<file path="config.mk">
export PLATFORM = sky130hd
export DESIGN_NAME = multicycle_control_flat
export DESIGN_NICKNAME = d
export VERILOG_FILES = /design/src/rtl/multicycle_if.sv /design/src/rtl/multicycle_control.sv /design/src/flat_wrapper.sv
export SDC_FILE = /design/constraint.sdc
export NUM_CORES = 1
export LEC_CHECK = 0
export CAP_MARGIN = 20
export CORE_MARGIN = 10
export CORE_UTILIZATION = 38
export DETAILED_ROUTE_END_ITERATION = 16
export PLACE_DENSITY = 0.68
export SETUP_SLACK_MARGIN = 0.5
export SYNTH_ARGS = -nofsm -noshare
export SYNTH_HDL_FRONTEND = slang
export SYNTH_SLANG_ARGS = --single-unit
</file>
<file path="constraint.sdc">
create_clock -name clk -period 2.2 [get_ports clk]
set_input_delay 0.44 -clock clk [delete_from_list [all_inputs] [get_ports clk]]
set_output_delay 0.44 -clock clk [all_outputs]
set_load 0.03 [all_outputs]
</file>
<file path="src/rtl/multicycle_if.sv">
// Control/datapath bundle for the multicycle RV32I controller.
// The controller uses the master modport and the datapath uses the slave modport.
interface multicycle_if;
    logic [6:0] op;
    logic [2:0] funct3;
    logic       funct7b5;
    logic       zero;
    logic       memReady;
    logic       pcWrite;
    logic       adrSrc;
    logic       irWrite;
    logic       memWrite;
    logic       regWrite;
    logic [1:0] resultSrc;
    logic [1:0] aluSrcA;
    logic [1:0] aluSrcB;
    logic [1:0] immSrc;
    logic [2:0] ALUcontrol;
    logic       illegal;
    logic       busErr;
    logic [3:0] state;

    modport master (
        input  op, funct3, funct7b5, zero, memReady,
        output pcWrite, adrSrc, irWrite, memWrite, regWrite, resultSrc,
               aluSrcA, aluSrcB, immSrc, ALUcontrol, illegal, busErr, state
    );

    modport slave (
        output op, funct3, funct7b5, zero, memReady,
        input  pcWrite, adrSrc, irWrite, memWrite, regWrite, resultSrc,
               aluSrcA, aluSrcB, immSrc, ALUcontrol, illegal, busErr, state
    );
endinterface

</file>
<file path="src/rtl/multicycle_control.sv">
// Multicycle control FSM for the RV32I subset lw/sw/R/I/beq/jal.
// Includes a memory-ready handshake and a watchdog that flags stalled memory.
module multicycle_control #(
    parameter int WAIT_W     = 8,
    parameter int WAIT_LIMIT = 255
) (
    input  logic         clk,
    input  logic         reset,
    multicycle_if.master bus
);

    typedef enum logic [3:0] {
        FETCH    = 4'd0,
        DECODE   = 4'd1,
        MEMADR   = 4'd2,
        MEMREAD  = 4'd3,
        MEMWB    = 4'd4,
        MEMWRITE = 4'd5,
        EXECUTER = 4'd6,
        EXECUTEI = 4'd7,
        ALUWB    = 4'd8,
        BEQ      = 4'd9,
        JAL      = 4'd10
    } state_t;

    localparam logic [WAIT_W-1:0] WAIT_LAST = WAIT_W'(WAIT_LIMIT - 1);

    state_t            cur, nxt;
    logic [WAIT_W-1:0] waitcnt, waitcnt_nxt;
    logic              buserr_q;
    logic [1:0]        aluop;
    logic              branch, pcupdate;
    logic              irwrite_c, memwrite_c, regwrite_c, illegal_c;
    logic              adrsrc_c;
    logic [1:0]        resultsrc_c, alusrca_c, alusrcb_c;
    logic              memstate, stalled, timeout;
    logic [2:0]        alucontrol_c;
    logic [1:0]        immsrc_c;

    // Watchdog only counts while parked in a state that waits on memory.
    always_comb begin
        memstate = (cur == FETCH) || (cur == MEMREAD) || (cur == MEMWRITE);
        stalled  = memstate && !bus.memReady;
        timeout  = stalled && (waitcnt == WAIT_LAST);
        waitcnt_nxt = (stalled && !timeout) ? waitcnt + WAIT_W'(1) : '0;
    end

    always_ff @(posedge clk) begin
        if (reset) begin
            cur      <= FETCH;
            waitcnt  <= '0;
            buserr_q <= 1'b0;
        end else begin
            cur     <= nxt;
            waitcnt <= waitcnt_nxt;
            if (timeout) buserr_q <= 1'b1;
        end
    end

    always_comb begin
        nxt         = cur;
        aluop       = 2'b00;
        branch      = 1'b0;
        pcupdate    = 1'b0;
        irwrite_c   = 1'b0;
        memwrite_c  = 1'b0;
        regwrite_c  = 1'b0;
        illegal_c   = 1'b0;
        adrsrc_c    = 1'b0;
        resultsrc_c = 2'b00;
        alusrca_c   = 2'b00;
        alusrcb_c   = 2'b00;
        unique case (cur)
            FETCH: begin
                alusrcb_c   = 2'b10;
                resultsrc_c = 2'b10;
                irwrite_c   = bus.memReady;
                pcupdate    = bus.memReady;
                if (bus.memReady) nxt = DECODE;
            end
            DECODE: begin
                alusrca_c = 2'b01;
                alusrcb_c = 2'b01;
                case (bus.op)
                    7'b0000011, 7'b0100011: nxt = MEMADR;
                    7'b0110011:             nxt = EXECUTER;
                    7'b0010011:             nxt = EXECUTEI;
                    7'b1100011:             nxt = BEQ;
                    7'b1101111:             nxt = JAL;
                    default: begin
                        nxt       = FETCH;
                        illegal_c = 1'b1;
                    end
                endcase
            end
            MEMADR: begin
                alusrca_c = 2'b10;
                alusrcb_c = 2'b01;
                nxt       = bus.op[5] ? MEMWRITE : MEMREAD;
            end
            MEMREAD: begin
                adrsrc_c = 1'b1;
                if (bus.memReady) nxt = MEMWB;
            end
            MEMWB: begin
                resultsrc_c = 2'b01;
                regwrite_c  = 1'b1;
                nxt         = FETCH;
            end
            MEMWRITE: begin
                adrsrc_c   = 1'b1;
                memwrite_c = 1'b1;
                if (bus.memReady) nxt = FETCH;
            end
            EXECUTER: begin
                alusrca_c = 2'b10;
                aluop     = 2'b10;
                nxt       = ALUWB;
            end
            EXECUTEI: begin
                alusrca_c = 2'b10;
                alusrcb_c = 2'b01;
                aluop     = 2'b10;
                nxt       = ALUWB;
            end
            ALUWB: begin
                regwrite_c = 1'b1;
                nxt        = FETCH;
            end
            BEQ: begin
                alusrca_c = 2'b10;
                aluop     = 2'b01;
                branch    = 1'b1;
                nxt       = FETCH;
            end
            JAL: begin
                alusrca_c = 2'b01;
                alusrcb_c = 2'b10;
                pcupdate  = 1'b1;
                nxt       = ALUWB;
            end
            default: nxt = FETCH;
        endcase
        // A timed-out access abandons the instruction; FETCH/MEMREAD/MEMWRITE never update PC or rd here.
        if (timeout) nxt = FETCH;
    end

    always_comb begin
        alucontrol_c = 3'b000;
        case (aluop)
            2'b01: alucontrol_c = 3'b001;
            2'b10: begin
                case (bus.funct3)
                    3'b000:  alucontrol_c = (bus.op[5] && bus.funct7b5) ? 3'b001 : 3'b000;
                    3'b010:  alucontrol_c = 3'b101;
                    3'b110:  alucontrol_c = 3'b011;
                    3'b111:  alucontrol_c = 3'b010;
                    default: alucontrol_c = 3'b000;
                endcase
            end
            default: alucontrol_c = 3'b000;
        endcase
    end

    always_comb begin
        case (bus.op)
            7'b0100011: immsrc_c = 2'b01;
            7'b1100011: immsrc_c = 2'b10;
            7'b1101111: immsrc_c = 2'b11;
            default:    immsrc_c = 2'b00;
        endcase
    end

    assign bus.pcWrite    = !reset && (pcupdate || (branch && bus.zero));
    assign bus.irWrite    = !reset && irwrite_c;
    assign bus.memWrite   = !reset && memwrite_c;
    assign bus.regWrite   = !reset && regwrite_c;
    assign bus.illegal    = !reset && illegal_c;
    assign bus.adrSrc     = adrsrc_c;
    assign bus.resultSrc  = resultsrc_c;
    assign bus.aluSrcA    = alusrca_c;
    assign bus.aluSrcB    = alusrcb_c;
    assign bus.immSrc     = immsrc_c;
    assign bus.ALUcontrol = alucontrol_c;
    assign bus.busErr     = buserr_q;
    assign bus.state      = cur;

endmodule
</file>
<file path="src/flat_wrapper.sv">
// flat-port wrapper written by rule: the top's interface ports become plain ports
module multicycle_control_flat 
#(
    parameter int WAIT_W     = 8,
    parameter int WAIT_LIMIT = 255
)
  (clk, reset, bus_op, bus_funct3, bus_funct7b5, bus_zero, bus_memReady, bus_pcWrite, bus_adrSrc, bus_irWrite, bus_memWrite, bus_regWrite, bus_resultSrc, bus_aluSrcA, bus_aluSrcB, bus_immSrc, bus_ALUcontrol, bus_illegal, bus_busErr, bus_state);
  multicycle_if bus_i ();
  input  logic clk;
  input  logic reset;
  input wire logic [$bits(bus_i.op)-1:0] bus_op;
  input wire logic [$bits(bus_i.funct3)-1:0] bus_funct3;
  input wire logic [$bits(bus_i.funct7b5)-1:0] bus_funct7b5;
  input wire logic [$bits(bus_i.zero)-1:0] bus_zero;
  input wire logic [$bits(bus_i.memReady)-1:0] bus_memReady;
  output wire logic [$bits(bus_i.pcWrite)-1:0] bus_pcWrite;
  output wire logic [$bits(bus_i.adrSrc)-1:0] bus_adrSrc;
  output wire logic [$bits(bus_i.irWrite)-1:0] bus_irWrite;
  output wire logic [$bits(bus_i.memWrite)-1:0] bus_memWrite;
  output wire logic [$bits(bus_i.regWrite)-1:0] bus_regWrite;
  output wire logic [$bits(bus_i.resultSrc)-1:0] bus_resultSrc;
  output wire logic [$bits(bus_i.aluSrcA)-1:0] bus_aluSrcA;
  output wire logic [$bits(bus_i.aluSrcB)-1:0] bus_aluSrcB;
  output wire logic [$bits(bus_i.immSrc)-1:0] bus_immSrc;
  output wire logic [$bits(bus_i.ALUcontrol)-1:0] bus_ALUcontrol;
  output wire logic [$bits(bus_i.illegal)-1:0] bus_illegal;
  output wire logic [$bits(bus_i.busErr)-1:0] bus_busErr;
  output wire logic [$bits(bus_i.state)-1:0] bus_state;
  assign bus_i.op = bus_op;
  assign bus_i.funct3 = bus_funct3;
  assign bus_i.funct7b5 = bus_funct7b5;
  assign bus_i.zero = bus_zero;
  assign bus_i.memReady = bus_memReady;
  assign bus_pcWrite = bus_i.pcWrite;
  assign bus_adrSrc = bus_i.adrSrc;
  assign bus_irWrite = bus_i.irWrite;
  assign bus_memWrite = bus_i.memWrite;
  assign bus_regWrite = bus_i.regWrite;
  assign bus_resultSrc = bus_i.resultSrc;
  assign bus_aluSrcA = bus_i.aluSrcA;
  assign bus_aluSrcB = bus_i.aluSrcB;
  assign bus_immSrc = bus_i.immSrc;
  assign bus_ALUcontrol = bus_i.ALUcontrol;
  assign bus_illegal = bus_i.illegal;
  assign bus_busErr = bus_i.busErr;
  assign bus_state = bus_i.state;
  multicycle_control #(.WAIT_W(WAIT_W), .WAIT_LIMIT(WAIT_LIMIT)) u_core (.clk(clk), .reset(reset), .bus(bus_i));
endmodule
</file>
==> results.json, run 1 <==
{
  "hp-start": "u_core.bus.busErr$_SDFFE_PP0P_",
  "synth.top_cell.area_share_pct": 23.16,
  "cp_slowest_cell": "dfxtp_4",
  "path_buf_inv": 5,
  "postRouteAntennaNets": 0,
  "drive_gt1_share_pct": 59.83,
  "cp_cell_sequence": "buf_4 > buf_6 > buf_6 > xnor2_4 > or3_4 > inv_2 > buf_6",
  "critPathMaxStageDelay_ns": 0.38,
  "syn2layout_area_growth_pct": 101.3,
  "drtIter0Drc": 82,
  "syn_area_per_cell_sq_um": 8.026,
  "synth_warnings": 0,
  "drtPass1Iterations": 4,
  "numCtsBuffers": 3,
  "r2r_setup_slack_ns": 0.30,
  "slew_headroom_pct": 67.70,
  "synth_edf_count": 0,
  "startpoint_type": "register",
  "grt_usage_pct": 15.21,
  "path_common_cell": "buf_6",
  "fin_skew_ns": 0.004069,
  "timing.rr.start": "u_core.bus.state[1]$_SDFFE_PP0P_",
  "yosys-top-cells-count": "dfxtp_1 (13), nor2_1 (12), nand2_1 (8), nor2b_1 (8)",
  "grt_setup_unrepaired": "yes",
  "netlist_area_sq_um": 1124,
  "antenna_found_initial": 0,
  "power.density_nw_per_um2": 284.9,
  "endpoint": "bus_adrSrc",
  "yosysUniqueCellTypes": 46,
  "period_share_pct": 96.66,
  "diodes": 0,
  "num_vias": 1418,
  "fill_cells": 160,
  "ios": 37,
  "final_core_util_pct": 81.33,
  "core_area_sq_um": 2781,
  "arrival_ns": 1.69,
  "wl_um": 4528,
  "min_period_ns": 2.126,
  "final_nets": 249,
  "synth.net_count": 159,
  "ys_ff_latch": 13,
  "path_clk_slew_ns": 0.08,
  "final-hold-violation-count": 0,
  "hpwl_um": 2589,
  "clk_latency_ns": 0.28,
  "dp_cells": 215,
  "final_max_slew_viol_count": 0,
  "hold_class": "reg2reg",
  "async_flop_share_pct": 0,
  "endpoint_kind": "primary output",
  "critPathTopFamily": "buffers and inverters",
  "hold_buffers": 0,
  "max_freq_ghz": 0.4703,
  "drv_cap": 0,
  "crit_cells": 7,
  "reg2regPathDepth": 9,
  "die_area_sq_um": 5532,
  "worstReg2RegEnd": "u_core.waitcnt[1]$_SDFF_PP0_",
  "holdWs_ns": 0.4962,
  "startpoint": "u_core.bus.state[1]$_SDFFE_PP0P_",
  "synth_cells": 140,
  "port_buffers": 36,
  "ys.flop_type": "dfxtp_1",
  "ys_seq_area_share_pct": 23.16,
  "whs_path_depth": 2,
  "critPathKind": "reg2out",
  "setup_tns_ns": 0,
  "root_buffer": "clkbuf_4",
  "cts_htree_levels": 1,
  "crit_fanout": 5,
  "grt_pass1_wl_um": 6817,
  "viasPerCell": 5.454,
  "wire_per_inst_um": 17.42,
  "rows": 19,
  "worst_slew_pin_slew_ns": 0.4826,
  "synth_top_area_cell": "dfxtp_1",
  "power_w": 0.0006444,
  "drcViolationCount": 0,
  "required_ns": 1.76,
  "post-synth-top-count-cell": "dfxtp_1",
  "grt_max_degree": 9,
  "ir_drop_v": 0.0004135,
  "clkSinkCount": 13,
  "cts_tree": "done",
  "synth.top_cells.by_area": "dfxtp_1 (23%), ha_1 (4.5%), nor2b_1 (4.5%), buf_6 (4.0%), nor2_1 (4.0%)",
  "grt_pass1_vias": 1470,
  "status": "complete, no violations",
  "setup_viol": 0,
  "instances_no_fill": 260,
  "die_h_um": 74.38,
  "grt-ovfl-total": 0,
  "place_congestion": 0.7393,
  "start_util_pct": 40.40,
  "clk_path_buf_depth": 2,
  "dieWidth_um": 74.38,
  "p_leak_nw": 0.9967
}
[per-layer routing]
metal	GRT usage (%)	share of wire (%)
met2	29.20	53
met4	5.081	2.2
met1	15.34	37
met3	3.989	8.0
met5	0	0
[state kept, by name (all words and copies together) (netlist names)]
| signal | count |
|---|---|
| u_core.bus.busErr | 1 |
| u_core.bus.state | 4 |
| u_core.waitcnt | 8 |
[worst min-delay path: cells and delay by family (launching register included)]
family / cells / cell delay [ns]
compound gates: 1 / 0.05
simple gates: 1 / 0.07
flops: 1 / 0.34
[worst min-delay path by stage]
stage	slack (ns)	to
floorplan	0.46	u_core.waitcnt[0]$_SDFF_PP0_
global route	0.56	u_core.waitcnt[0]$_SDFF_PP0_
CTS	0.50	u_core.bus.busErr$_SDFFE_PP0P_
finish	0.50	u_core.bus.busErr$_SDFFE_PP0P_
global placement	0.46	u_core.bus.busErr$_SDFFE_PP0P_
detailed placement	0.49	u_core.bus.busErr$_SDFFE_PP0P_
[cell type report]
| type | instances | area [sq um] | share of cell area (%) |
|---|---|---|---|
| well taps | 31 | 38.79 | 1.715 |
| clock buffers | 4 | 26.28 | 1.162 |
| flip-flops and latches | 13 | 275.3 | 12.17 |
| repair buffers | 94 | 835.8 | 36.95 |
| inverters | 7 | 26.28 | 1.162 |
| multi-input cells | 111 | 1060 | 46.85 |
[cells by family after synthesis]
logic type | Yosys count | synth area share (%)
flip-flops | 13 | 23.16
buffers and inverters | 16 | 8.352
adder cells (fa/ha/maj) | 4 | 4.455
AND/OR/NAND/NOR | 72 | 39.98
XOR/XNOR | 9 | 7.684
AO/OA/AOI/OAI | 25 | 15.48
multiplexers | 1 | 0.8909
[placed cells by master, fill, tap and decap left out, types with 4 or more instances in the layout]
cell type and instances:
buf_4 47, buf_6 29, clkdlybuf4s50_1 5, dfxtp_1 9, dfxtp_4 4, dlygate4sd2_1 5
inv_1 5, nand2_1 5, nand3_1 4, nor2_1 8, nor2_2 10, nor2b_1 5
nor3b_1 4, nor4_4 5, o21ai_0 6, xor2_1 5
[power by group]
part	switching [W]	leakage, nW	internal (W)	total, W
combinational	0.000125	0.873	0.000127	0.000252
clock	0.0000812	0.0150	0.0000704	0.000152
sequential	0.00000569	0.108	0.000235	0.000241
[metrics by stage]
stage / setup WS, ns / area, sq um
2_1_floorplan: 0.05933 / 1260
3_3_place_gp: -0.3026 / 1673
3_5_place_dp: -0.3329 / 1673
4_1_cts: 0.1208 / 2127
5_1_grt: -0.0002541 / 2262
6_report: 0.07356 / 2262
[timing repair]
| item | 4_1_cts | 5_1_grt |
|---|---|---|
| buffers inserted | 32 | 9 |
| gates resized for setup | 115 | 23 |
| pin swaps | 23 | 15 |
| setup endpoints to repair | 24 | 31 |
Power figures use the tool's default switching activity.
==> run 2: changes to the inputs <==
--- a/config.mk
+++ b/config.mk
@@ -5,7 +5,6 @@
 export SDC_FILE = /design/constraint.sdc
 export NUM_CORES = 1
 export LEC_CHECK = 0
-export CAP_MARGIN = 20
 export CORE_MARGIN = 10
 export CORE_UTILIZATION = 38
 export DETAILED_ROUTE_END_ITERATION = 16
==> results of run 2 <==
No change in the layout: final DEF, timing and power equal those of run 1.
==> run 3: changes to the inputs <==
--- a/config.mk
+++ b/config.mk
@@ -10,6 +10,7 @@
 export DETAILED_ROUTE_END_ITERATION = 16
 export PLACE_DENSITY = 0.68
 export SETUP_SLACK_MARGIN = 0.5
+export SLEW_MARGIN = 20
 export SYNTH_ARGS = -nofsm -noshare
 export SYNTH_HDL_FRONTEND = slang
 export SYNTH_SLANG_ARGS = --single-unit
==> results of run 3 <==
No change in the layout: final DEF, timing and power equal those of run 1.
